## src/rtl/argmax_row_scanner.sv

```systemverilog
// ---------------------------------------------------------------------------
// argmax_row_scanner
//   Sequential argmax controller for the GCN classification tail. It pulls one
//   ADJ*FM*WM product row at a time through the external argmax row buffer,
//   walks the buffered row column by column to find its largest element, and
//   writes the winning column index back into the buffer's per-row result
//   file. Ties keep the lowest column index.
//
// Ports
//   clk                    in   rising-edge clock
//   reset                  in   asynchronous, active-low reset
//   start                  in   begin a frame (sampled only while idle)
//   row_valid              in   upstream row on the buffer input is valid
//   r_ADJ_FM_WM_Row        in   registered row from the buffer; element i sits
//                               at bits [i*W +: W]
//   is_read_row            out  buffer capture/hold enable
//   is_increment_row_addr  out  one-cycle result write strobe
//   max_value              out  argmax column index of the current row
//   ADJ_FM_WM_ROW_Counter  out  current row index
//   busy                   out  high whenever the controller is not idle
//   done                   out  one-cycle pulse at the end of a frame
//
// All outputs come straight from flops; they are computed from the next state
// so each output lines up with the state it describes.
// ---------------------------------------------------------------------------
module argmax_row_scanner #(
  parameter int ADJ_DOT_PROD_WIDTH = 16,
  parameter int DOT_PROD_COLS      = 3,
  parameter int ARGMAX_ROWS        = 6,
  parameter int ARGMAX_COLS        = 2,
  parameter int ARGMAX_WIDTH       = $clog2(ARGMAX_ROWS),
  parameter int SIGNED_CMP         = 0
) (
  input  logic                                         clk,
  input  logic                                         reset,
  input  logic                                         start,
  input  logic                                         row_valid,
  input  logic [DOT_PROD_COLS*ADJ_DOT_PROD_WIDTH-1:0]  r_ADJ_FM_WM_Row,
  output logic                                         is_read_row,
  output logic                                         is_increment_row_addr,
  output logic [ARGMAX_COLS-1:0]                       max_value,
  output logic [ARGMAX_WIDTH-1:0]                      ADJ_FM_WM_ROW_Counter,
  output logic                                         busy,
  output logic                                         done
);

  localparam int W      = ADJ_DOT_PROD_WIDTH;
  localparam int COL_W  = ARGMAX_COLS;
  localparam int N_SLOT = 2 ** COL_W;

  localparam logic [2:0] S_IDLE  = 3'd0;
  localparam logic [2:0] S_FETCH = 3'd1;
  localparam logic [2:0] S_LOAD  = 3'd2;
  localparam logic [2:0] S_SCAN  = 3'd3;
  localparam logic [2:0] S_WRITE = 3'd4;
  localparam logic [2:0] S_DONE  = 3'd5;

  localparam logic [COL_W-1:0]        LAST_COL = COL_W'(DOT_PROD_COLS - 1);
  localparam logic [ARGMAX_WIDTH-1:0] LAST_ROW = ARGMAX_WIDTH'(ARGMAX_ROWS - 1);

  // Strictly-greater compare; signedness fixed at elaboration.
  function automatic logic elem_gt(input logic [W-1:0] a, input logic [W-1:0] b);
    if (SIGNED_CMP != 0) begin
      return $signed(a) > $signed(b);
    end else begin
      return a > b;
    end
  endfunction

  // Row unpacked into a power-of-two slot array so any column counter value
  // indexes a defined slot; unused slots read as zero.
  logic [W-1:0] elem_s [N_SLOT];

  genvar gi;
  generate
    for (gi = 0; gi < N_SLOT; gi++) begin : g_elem
      if (gi < DOT_PROD_COLS) begin : g_used
        assign elem_s[gi] = r_ADJ_FM_WM_Row[gi*W +: W];
      end else begin : g_unused
        assign elem_s[gi] = '0;
      end
    end
  endgenerate

  logic [2:0]              state_q, state_d;
  logic [ARGMAX_WIDTH-1:0] row_q, row_d;
  logic [COL_W-1:0]        col_q, col_d;
  logic [W-1:0]            best_q, best_d;
  logic [COL_W-1:0]        best_idx_q, best_idx_d;
  logic [COL_W-1:0]        max_value_q, max_value_d;
  logic                    rd_q, rd_d;
  logic                    stb_q, stb_d;
  logic                    busy_q, busy_d;
  logic                    done_q, done_d;

  // Next-state logic for the fetch/load/scan/write sequence.
  always_comb begin
    state_d    = state_q;
    row_d      = row_q;
    col_d      = col_q;
    best_d     = best_q;
    best_idx_d = best_idx_q;
    case (state_q)
      S_IDLE: begin
        if (start) begin
          row_d   = '0;
          state_d = S_FETCH;
        end else begin
          state_d = S_IDLE;
        end
      end
      S_FETCH: begin
        if (row_valid) begin
          state_d = S_LOAD;
        end else begin
          state_d = S_FETCH;
        end
      end
      S_LOAD: begin
        best_d     = elem_s[0];
        best_idx_d = '0;
        col_d      = COL_W'(1);
        if (DOT_PROD_COLS == 1) begin
          state_d = S_WRITE;
        end else begin
          state_d = S_SCAN;
        end
      end
      S_SCAN: begin
        // Strictly greater only, so equal values keep the earlier column.
        if (elem_gt(elem_s[col_q], best_q)) begin
          best_d     = elem_s[col_q];
          best_idx_d = col_q;
        end else begin
          best_d     = best_q;
          best_idx_d = best_idx_q;
        end
        if (col_q == LAST_COL) begin
          state_d = S_WRITE;
        end else begin
          col_d   = col_q + COL_W'(1);
          state_d = S_SCAN;
        end
      end
      S_WRITE: begin
        if (row_q == LAST_ROW) begin
          state_d = S_DONE;
        end else begin
          row_d   = row_q + ARGMAX_WIDTH'(1);
          state_d = S_FETCH;
        end
      end
      S_DONE: begin
        state_d = S_IDLE;
      end
      default: begin
        state_d = S_IDLE;
      end
    endcase
  end

  // Output decode from the next state so registered outputs match the state.
  always_comb begin
    rd_d   = (state_d == S_FETCH) || (state_d == S_LOAD) || (state_d == S_SCAN);
    stb_d  = (state_d == S_WRITE);
    busy_d = (state_d != S_IDLE);
    done_d = (state_d == S_DONE);
    if (state_d == S_WRITE) begin
      max_value_d = best_idx_d;
    end else begin
      max_value_d = max_value_q;
    end
  end

  // State, datapath and output registers.
  always_ff @(posedge clk or negedge reset) begin
    if (!reset) begin
      state_q     <= S_IDLE;
      row_q       <= '0;
      col_q       <= '0;
      best_q      <= '0;
      best_idx_q  <= '0;
      max_value_q <= '0;
      rd_q        <= 1'b0;
      stb_q       <= 1'b0;
      busy_q      <= 1'b0;
      done_q      <= 1'b0;
    end else begin
      state_q     <= state_d;
      row_q       <= row_d;
      col_q       <= col_d;
      best_q      <= best_d;
      best_idx_q  <= best_idx_d;
      max_value_q <= max_value_d;
      rd_q        <= rd_d;
      stb_q       <= stb_d;
      busy_q      <= busy_d;
      done_q      <= done_d;
    end
  end

  assign is_read_row           = rd_q;
  assign is_increment_row_addr = stb_q;
  assign max_value             = max_value_q;
  assign ADJ_FM_WM_ROW_Counter = row_q;
  assign busy                  = busy_q;
  assign done                  = done_q;

endmodule

```

## config.mk

```make
export PLATFORM = sky130hd
export DESIGN_NAME = argmax_row_scanner
export DESIGN_NICKNAME = d
export VERILOG_FILES = /design/src/rtl/argmax_row_scanner.sv
export SDC_FILE = /design/constraint.sdc
export NUM_CORES = 1
export LEC_CHECK = 0
export ABC_AREA = 1
export CORE_ASPECT_RATIO = 0.8
export CORE_UTILIZATION = 53
export CTS_CLUSTER_SIZE = 20
export DETAILED_ROUTE_END_ITERATION = 10
export MAX_ROUTING_LAYER = met4
export PLACE_DENSITY = 0.86
export REMOVE_ABC_BUFFERS = 1
export SYNTH_ARGS = -nofsm -noshare
export SYNTH_HDL_FRONTEND = slang
export SYNTH_SLANG_ARGS = --single-unit
```

## constraint.sdc

```tcl
create_clock -name clk -period 7.1 [get_ports clk]
set_clock_uncertainty 0.15 [all_clocks]
set_input_delay 0.71 -clock clk [delete_from_list [all_inputs] [get_ports clk]]
set_output_delay 0.71 -clock clk [all_outputs]
set_load 0.01 [all_outputs]
```

=== After elaboration in Yosys (flattened, before gate mapping) ===
Cells that the tools add are included.

* Reduce and logical (&&, ||, !) cells: 9
* $add $sub $neg: 2
* Mux-type cells: 18
* Equal/unequal tests: 15
* Shifts and indexed selects: 0
* Div/mod/pow operators: 0
* Bitwise logic cells: 1
* $lt $le $gt $ge: 2
* $mul: 0

{| class="wikitable"
|+ Operators by type and width
! operator !! number
|-
| two-way mux 16 bit || 3
|-
| binary-select mux 16 bit (select 2 bit) || 1
|-
| one-hot mux 16 bit (2 select lines) || 1
|-
| greater-than comparator 16 bit || 1
|-
| one-hot mux 3 bit (5 select lines) || 1
|-
| == test 3 x 2 -> 1 bit (second input constant) || 4
|-
| == test 3 bit (second input constant) || 4
|-
| two-way mux 3 bit || 4
|-
| != test 2 bit (second input constant) || 4
|-
| one-hot mux 2 bit (2 select lines) || 2
|-
| == test 3 x 1 -> 1 bit (second input constant) || 2
|-
| two-way mux 2 bit || 3
|-
| one-hot mux 3 bit (2 select lines) || 1
|-
| AND reduction 2 bit || 2
|-
| nonzero test 2 bit || 2
|-
| adder 3 x 1 -> 3 bit (second input constant) || 1
|-
| >= comparator 3 bit (second input constant) || 1
|-
| logical NOT 3 bit || 1
|-
| inverter 2 -> 3 bit || 1
|-
| AND reduction 3 bit || 1
|-
| nonzero test 3 bit || 1
|-
| adder 2 x 1 -> 2 bit (second input constant) || 1
|-
| == test 2 bit (second input constant) || 1
|-
| logical OR 1 bit || 2
|-
| two-way mux 1 bit || 2
|}

* Output and inout port bits: 9
* Flip-flop bits (word level): 32
* Latch bits: 0
* Bits in writable memories: 0
* Bits of input ports: 52
* Logic and storage cells: 57
* Memories kept: 0
* Memory bits (read-only): 0

=== Depth between registers and ports, before layout ===
Gate-level depths: netlist (run 1).

* Word-level depth: 8
* Mapped depth: 20
* Gate-level depth less buffers: 18

=== Least setup slack after synthesis (run 1) ===
No wires, ideal clock.

* Path type: input to register
* Start point: input r_ADJ_FM_WM_Row[5]
* End point: register best_q[11]
* Path slack: 4.806 ns
* Arrival time: 2.024 ns
* Buffers on the path: 1
* Data required time: 6.829 ns
* Stages on the path: 14
* Path through: o21ai_0 o21ai_0 ha_1 a21oi_1 nor2_1 nor2_1 nand2_1 nand2_1 nand2_1 nand3_2 nand2_2 buf_6 nand2_1 o21ai_1

* Longest elaborated chain between the ends: 7

{| class="wikitable"
|+ Ends and longest elaborated chain
! what !! RTL line !! text
|-
| start, declared || 38 || <nowiki>input logic [DOT_PROD_COLS*ADJ_DOT_PROD_WIDTH-1:0] r_ADJ_FM_WM_Row,</nowiki>
|-
| binary-select mux 16 bit (select 2 bit) || 131 || <nowiki>if (elem_gt(elem_s[col_q], best_q)) begin</nowiki>
|-
| two-way mux 16 bit (implied by the code) (2 in a row) || 131 ||
|-
| greater-than comparator 16 bit || 66 || <nowiki>return a > b;</nowiki>
|-
| two-way mux 1 bit || 103 || <nowiki>case (state_q)</nowiki>
|-
| != test 2 bit (no line) || n/a ||
|-
| AND reduction 2 bit (no line) || n/a ||
|-
| end signal, assigned || 192 || <nowiki>best_q <= best_d;</nowiki>
|-
| end, declared || 88 || <nowiki>logic [W-1:0] best_q, best_d;</nowiki>
|}

Every way passes these cells. The select of a mux whose other input is x is not followed.
A chain may end at the register's enable or synchronous reset.

=== Worst setup path after layout (run 1) ===
* Start point: register col_q[0]
* End point: register best_q[10]

* Longest elaborated chain between the ends: 8
* Elaborated cells on any way between the ends: 10
* Classes of those cells: 1 x order compare; 1 x eq/ne; 6 x mux; 1 x bitwise; 1 x reduce/logical

{| class="wikitable"
|+ Ends and longest elaborated chain
! what !! RTL line !! text
|-
| start, declared || 87 || <nowiki>logic [COL_W-1:0] col_q, col_d;</nowiki>
|-
| start signal, assigned || 191 || <nowiki>col_q <= col_d;</nowiki>
|-
| inverter 2 -> 3 bit (implied by the code) * || 131, 132 ||
|-
| binary-select mux 16 bit (select 2 bit) * || 131, 132 ||
|-
| two-way mux 16 bit (implied by the code) * (2 in a row) || 131, 132 ||
|-
| greater-than comparator 16 bit || 66 ||
|-
| two-way mux 1 bit || 103 ||
|-
| != test 2 bit (no line) || n/a ||
|-
| AND reduction 2 bit (no line) || n/a ||
|}

Mark *: on every way between the ends. The rest lies on a longest branch, timed or not. The select of a mux whose other input is x is not followed.

==> results of run 1 <==
## per-stage QoR
step                      utilization [%]  setup WS, ps  power, mW  instances
after floorplan                         -          4650      0.896        321
after global placement               69.6          3960       1.08        439
after detailed placement             69.6          3890       1.11        439
after CTS                            71.4          3990       1.25        446
after global routing                 71.4          3650       1.38        446
final                                71.4          3990       1.24        446
## state kept, by name, summed over array words and instances, names as in the netlist
signal	flops
best_q	16
is_read_row	1
busy	1
ADJ_FM_WM_ROW_Counter	3
max_value	2
state_q	3
best_idx_q	2
col_q	2
is_increment_row_addr	1
done	1
## critical path, cell delays in order (launching register included)
cell	delay (ps)
dfrtp_1	810
inv_4	230
nor2_1	130
o21ai_0	130
ha_1	310
nand2_1	90
nor3_2	260
nand2_1	80
nand2_1	90
nand3_2	80
nand2_2	430
nand2_1	100
o21ai_1	110
## area by class of cell
cell class | count | area [sq um] | area share, %
multi-input cells | 251 | 1310 | 43.3
flip-flops and latches | 32 | 801 | 26.5
repair buffers | 61 | 608 | 20.1
inverters | 38 | 155 | 5.14
clock buffers | 6 | 72.6 | 2.40
well taps | 57 | 71.3 | 2.36
clock inverters | 1 | 5.00 | 0.166
## Yosys cell counts (all sizes together)
cell,n
inv,38
a21o,1
o22ai,2
nand3,9
ha,19
clkbuf,1
buf,10
nor3,2
nor2,31
and2,2
nand2,123
xor2,1
o21ai,52
nand4,2
a21oi,6
dfrtp,32
a2bb2oi,1
## power groups by stage
stage | sequential [mW] | clock (mW) | combinational [mW]
4_1_cts | 0.308 | 0.133 | 0.809
2_1_floorplan | 0.304 | 0 | 0.592
3_3_place_gp | 0.308 | 0 | 0.774
3_5_place_dp | 0.310 | 0 | 0.802
6_report | 0.309 | 0.131 | 0.804
5_1_grt | 0.319 | 0.139 | 0.924
## path summary, 6_finish.rpt
path	endpoint	slack [ps]
max in group asynchronous	state_q[2]	5820
worst min register to register	max_value[0]	340
min in group asynchronous	best_q[7]	680
worst min-delay path	max_value[0]	340
worst max-delay path	best_q[10]	3990
worst max register to register	best_q[10]	3990
## layer usage
| layer | track usage (%) | share of wire [%] |
|---|---|---|
| met5 | - | 0 |
| met1 | 31.3 | 49 |
| met3 | 4.15 | 4.5 |
| met2 | 43.8 | 45 |
| met4 | 9.07 | 1.0 |
## cell families after synthesis
kind of cell	synth area share, %
buffers and inverters	10.4
and+or+nand+nor	31.3
xor gates and xnor gates	0.372
adders and majority gates	10.1
AOI/OAI and AO/OA	13.8
DFF	34.0
==> flow_summary_export.csv, run 1 <==
group,metric,value,unit
final_layout,final_cell_mix,"119 x nand2_1, 60 x clkdlybuf4s50_1, 33 x inv_1",
setup_path,worstPathRequired,7150,ps
setup_path,startpoint,"col_q[0]",
setup_path,critPathArrivalTime,3160,ps
sta,fin_crit_sh,43.8,%
routing,routed_wl,5.28,mm
power_and_ir_drop,ir_drop,0.000228,V
sta,fin_crit,3110,ps
final_layout,final_common_cell,"nand2_1",
floorplan,core,4230,sq um
logic_synthesis,yosysWarnings,0,
clock_network,clock_sinks,32,
routing,wl_per_cell,11.8,um
final_layout,n_antenna_cell,0,
global_routing,grt.total_usage,25.5,%
sta,relSlewSlack,51.4,%
power_and_ir_drop,comb_power_share,64.6,%
power_and_ir_drop,p_int,0.630,mW
final_layout,fill_cells,367,
logic_synthesis,ys_types,30,
logic_synthesis,seq_area_frac_synth,34.0,%
routing,firstDrtPassIters,4,
floorplan,die_h,61.6,um
clock_network,clock-root-buffer,"clkbuf_8",
routing,ant_nets,0,
floorplan,rows,21,
outcome,status,"finished, final reports clean",
sta,setup_viol,0,
power_and_ir_drop,p_leak,1.46,nW
final_layout,nets,460,
global_routing,grt_pass1_wl,8.95,mm
setup_path,r2r_cells,12,
routing,drtIter0Drc,115,
placed_design,dp_hpwl,3.84,mm
sta,finalHoldViolCount,0,
clock_network,htree_levels,2,
global_routing,grt_max_degree,33,
power_and_ir_drop,pwr-share-seq,24.8,%
clock_network,cts_made_buffers,5,
clock_network,clock_latency,280,ps
setup_path,r2r_start,"col_q[0]",
floorplan,die_width,76.5,um
placed_design,io_buffer_count,60,
sta,drv_slew,0,
global_routing,overflow,0,
hold_path,holdCritStartpoint,"max_value[0]",
clock_network,cts_resized,0,
hold_path,hold_depth,2,
clock_network,cts-hold-fix-buffers,0,
floorplan,die_area,4710,sq um
logic_synthesis,syn_area_per_cell,7.09,sq um
clock_network,post_cts_buffers,0,
hold_path,hold_class,"flop to flop",
setup_path,crit_type,"flop to flop",
logic_synthesis,synth_cells,332,
logic_synthesis,synth_area_leaders,"dfrtp_1 34%, nand2_1 19%, ha_1 10%",
power_and_ir_drop,power_density,412,nW/um^2
global_routing,grt_pass1_vias,2078,
routing,drc,0,
setup_path,startpoint_type,"flop",
routing,vias,2233,
floorplan,start_util,55.6,%
clock_network,cts_tree,"built",
flow_run,drv_cap,0,
logic_synthesis,synth_seq_cells,32,
logic_synthesis,synth_largest_area_cell,"dfrtp_1",
sta,grt_setup_unrepaired,"false",
sta,fin_hold_ws,338,ps
logic_synthesis,synth_area,2350,sq um
placed_design,placed_cell_area,2940,sq um
sta,worstMarginPinSlew,729,ps
setup_path,end_kind,"flop",
final_layout,area_growth,28.3,%
clock_network,clkTransAtPathRegs,60,ps
global_routing,antenna_found_initial,0,
sta,fmax,321,MHz
routing,routed_via_density,5.01,
sta,finalSetupTns,0,ps
final_layout,final_area,3020,sq um
power_and_ir_drop,switchingPower,0.615,mW
floorplan,io_pins,61,
final_layout,drive_gt1_share,6.43,%
power_and_ir_drop,switching_share,49.4,%
setup_path,cp_max_fo,31,
clock_network,cts.path.max_buffers,2,
logic_synthesis,synth_top_area_share,34.0,%
power_and_ir_drop,clkPwrFrac,10.5,%
placed_design,gp_congestion,0.820,
(Power assumes the default switching activity.)
==> run 2: changes to the inputs <==
- CORE_UTILIZATION: 53 -> 49
- PLACE_DENSITY: 0.86 -> 0.8
- clock period: 7.1 -> 3.16 ns (I/O delays scaled with it)
==> flow_summary_export.csv, run 2 (same netlist as run 1, synthesis figures left out) <==
group,metric,value,unit
routing,vias,2260,
floorplan,rows,22,
hold_path,hold_class,"input port to async pin",
floorplan,core,4600,sq um
setup_path,r2r_start,"col_q[1]",
clock_network,cts-hold-fix-buffers,0,
clock_network,clock_sinks,32,
setup_path,slowest_delay,390,ps
setup_path,timing.critical_path.buf_inv,3,
setup_path,crit_family,"compound AO/OA/AOI/OAI gates",
clock_network,cts_resized,0,
placed_design,dp_hpwl,4.06,mm
routing,wl_per_cell,12.3,um
power_and_ir_drop,total_power,3.02,mW
global_routing,use_met1,34.9,%
sta,setup_viol,0,
clock_network,clock-root-buffer,"clkbuf_8",
sta,relSlewSlack,60.5,%
flow_run,drv_cap,0,
final_layout,final_cell_mix,"119 x nand2_1, 60 x clkdlybuf4s50_1, 33 x inv_1",
power_and_ir_drop,ir_drop,0.000449,V
floorplan,die_h,64.0,um
placed_design,io_buffer_count,60,
setup_path,rrSetupSlack,320,ps
final_layout,nets,465,
clock_network,clkTransAtPathRegs,70,ps
global_routing,grt_pass1_wl,9.78,mm
power_and_ir_drop,p_leak,1.50,nW
final_layout,largest_reg_flops,16,
sta,fmax,352,MHz
setup_path,cp_max_fo,13,
routing,firstDrtPassIters,4,
placed_design,placed_cell_area,3000,sq um
routing,routed_wl,5.61,mm
sta,worstMarginPinSlew,591,ps
final_layout,final_core_util,67.6,%
outcome,status,"finished, final reports clean",
routing,routed_via_density,4.97,
global_routing,met2_usage,38.7,%
setup_path,critPathArrivalTime,2870,ps
setup_path,startpoint_type,"flop",
power_and_ir_drop,power_density,971,nW/um^2
setup_path,r2r_end,"best_q[1]",
sta,drv_slew,0,
setup_path,r2r_cells,14,
sta,grt_setup_unrepaired,"false",
setup_path,crit_type,"flop to flop",
routing,ant_nets,0,
routing,drc,0,
global_routing,use_met3,4.43,%
final_layout,final_area,3110,sq um
clock_network,post_cts_buffers,0,
sta,fin_crit,2840,ps
floorplan,die_width,79.5,um
sta,fin_crit_sh,90.0,%
global_routing,grt_pass1_vias,2181,
clock_network,cts.path.max_buffers,2,
setup_path,startpoint,"col_q[1]",
clock_network,htree_levels,2,
setup_path,crit_chain,"inv_1 -> buf_4 -> o21ai_0 -> o21ai_0 -> ha_1 -> a21oi_1 -> o21ai_0 -> a21oi_1 -> nand2_1 -> nand3_2 -> nand2_2 -> buf_4 -> nand2_1 -> o21ai_1",
final_layout,drive_gt1_share,8.10,%
setup_path,worstPathRequired,3190,ps
floorplan,start_util,51.2,%
clock_network,cts_made_buffers,5,
placed_design,gp_congestion,0.792,
sta,finalHoldViolCount,0,
final_layout,area_growth,32.1,%
final_layout,n_antenna_cell,0,
setup_path,setup.worst_path.end,"best_q[1]",
floorplan,die_area,5090,sq um
sta,finalSetupTns,0,ps
global_routing,antenna_found_initial,0,
global_routing,grt.total_usage,25.4,%
setup_path,critPathSlowestCell,"dfrtp_1",
setup_path,cp_common_cell,"o21ai_0",
setup_path,worst-path-stages,14,
clock_network,cts_tree,"built",
final_layout,largest-register,"best_q",
clock_network,clock_latency,290,ps
global_routing,grt_max_degree,33,
final_layout,fill_cells,395,
final_layout,final_common_cell,"nand2_1",
setup_path,end_kind,"flop",
global_routing,top_usage_layer,"met2",
floorplan,io_pins,61,
global_routing,overflow,0,
routing,drtIter0Drc,97,
[run 2: cell types whose count changed in the layout (fill, tap and decap cells not counted)]
cell        change
buf_12          +1
buf_4           +4
bufinv_16       +1
clkbuf_1        -1
clkinvlp_4      +1
[run 2: cell type report]
cell class / instances / area, sq um / area share, %
clock buffers: 5 / 68.8 / 2.21
multi-input cells: 251 / 1310 / 42.1
well taps: 60 / 75.1 / 2.42
clock inverters: 3 / 42.5 / 1.37
repair buffers: 66 / 658 / 21.2
inverters: 38 / 155 / 4.99
flip-flops and latches: 32 / 801 / 25.8
[run 2: worst min-delay path by stage]
stage	from	end	slack, ps
after floorplan	reset	ADJ_FM_WM_ROW_Counter[0]	-130
after global placement	max_value[0]	max_value[0]	320
after detailed placement	max_value[0]	max_value[0]	320
after CTS	reset	is_increment_row_addr	290
after global routing	reset	max_value[1]	330
final	reset	max_value[1]	270
[run 2: report_power, final]
group	total, mW	internal (mW)	switching [mW]
Combinational	1.95	0.762	1.19
Clock	0.393	0.233	0.160
Sequential	0.673	0.583	0.0896
Total	3.02	1.58	1.44
[run 2: stage by stage]
step / setup WS, ps / hold slack [ps] / std cells
global placement: 448 / 319 / 447
floorplan: 713 / -130 / 321
CTS: 338 / 291 / 455
detailed placement: 382 / 319 / 447
finish: 317 / 274 / 455
global route: 112 / 327 / 455
[run 2: layer usage]
metal	wire (um)	up-vias
li1	-	1183
met1	2800	1014
met2	2530	59
met3	243	4
met4	36	0
met5	0	-
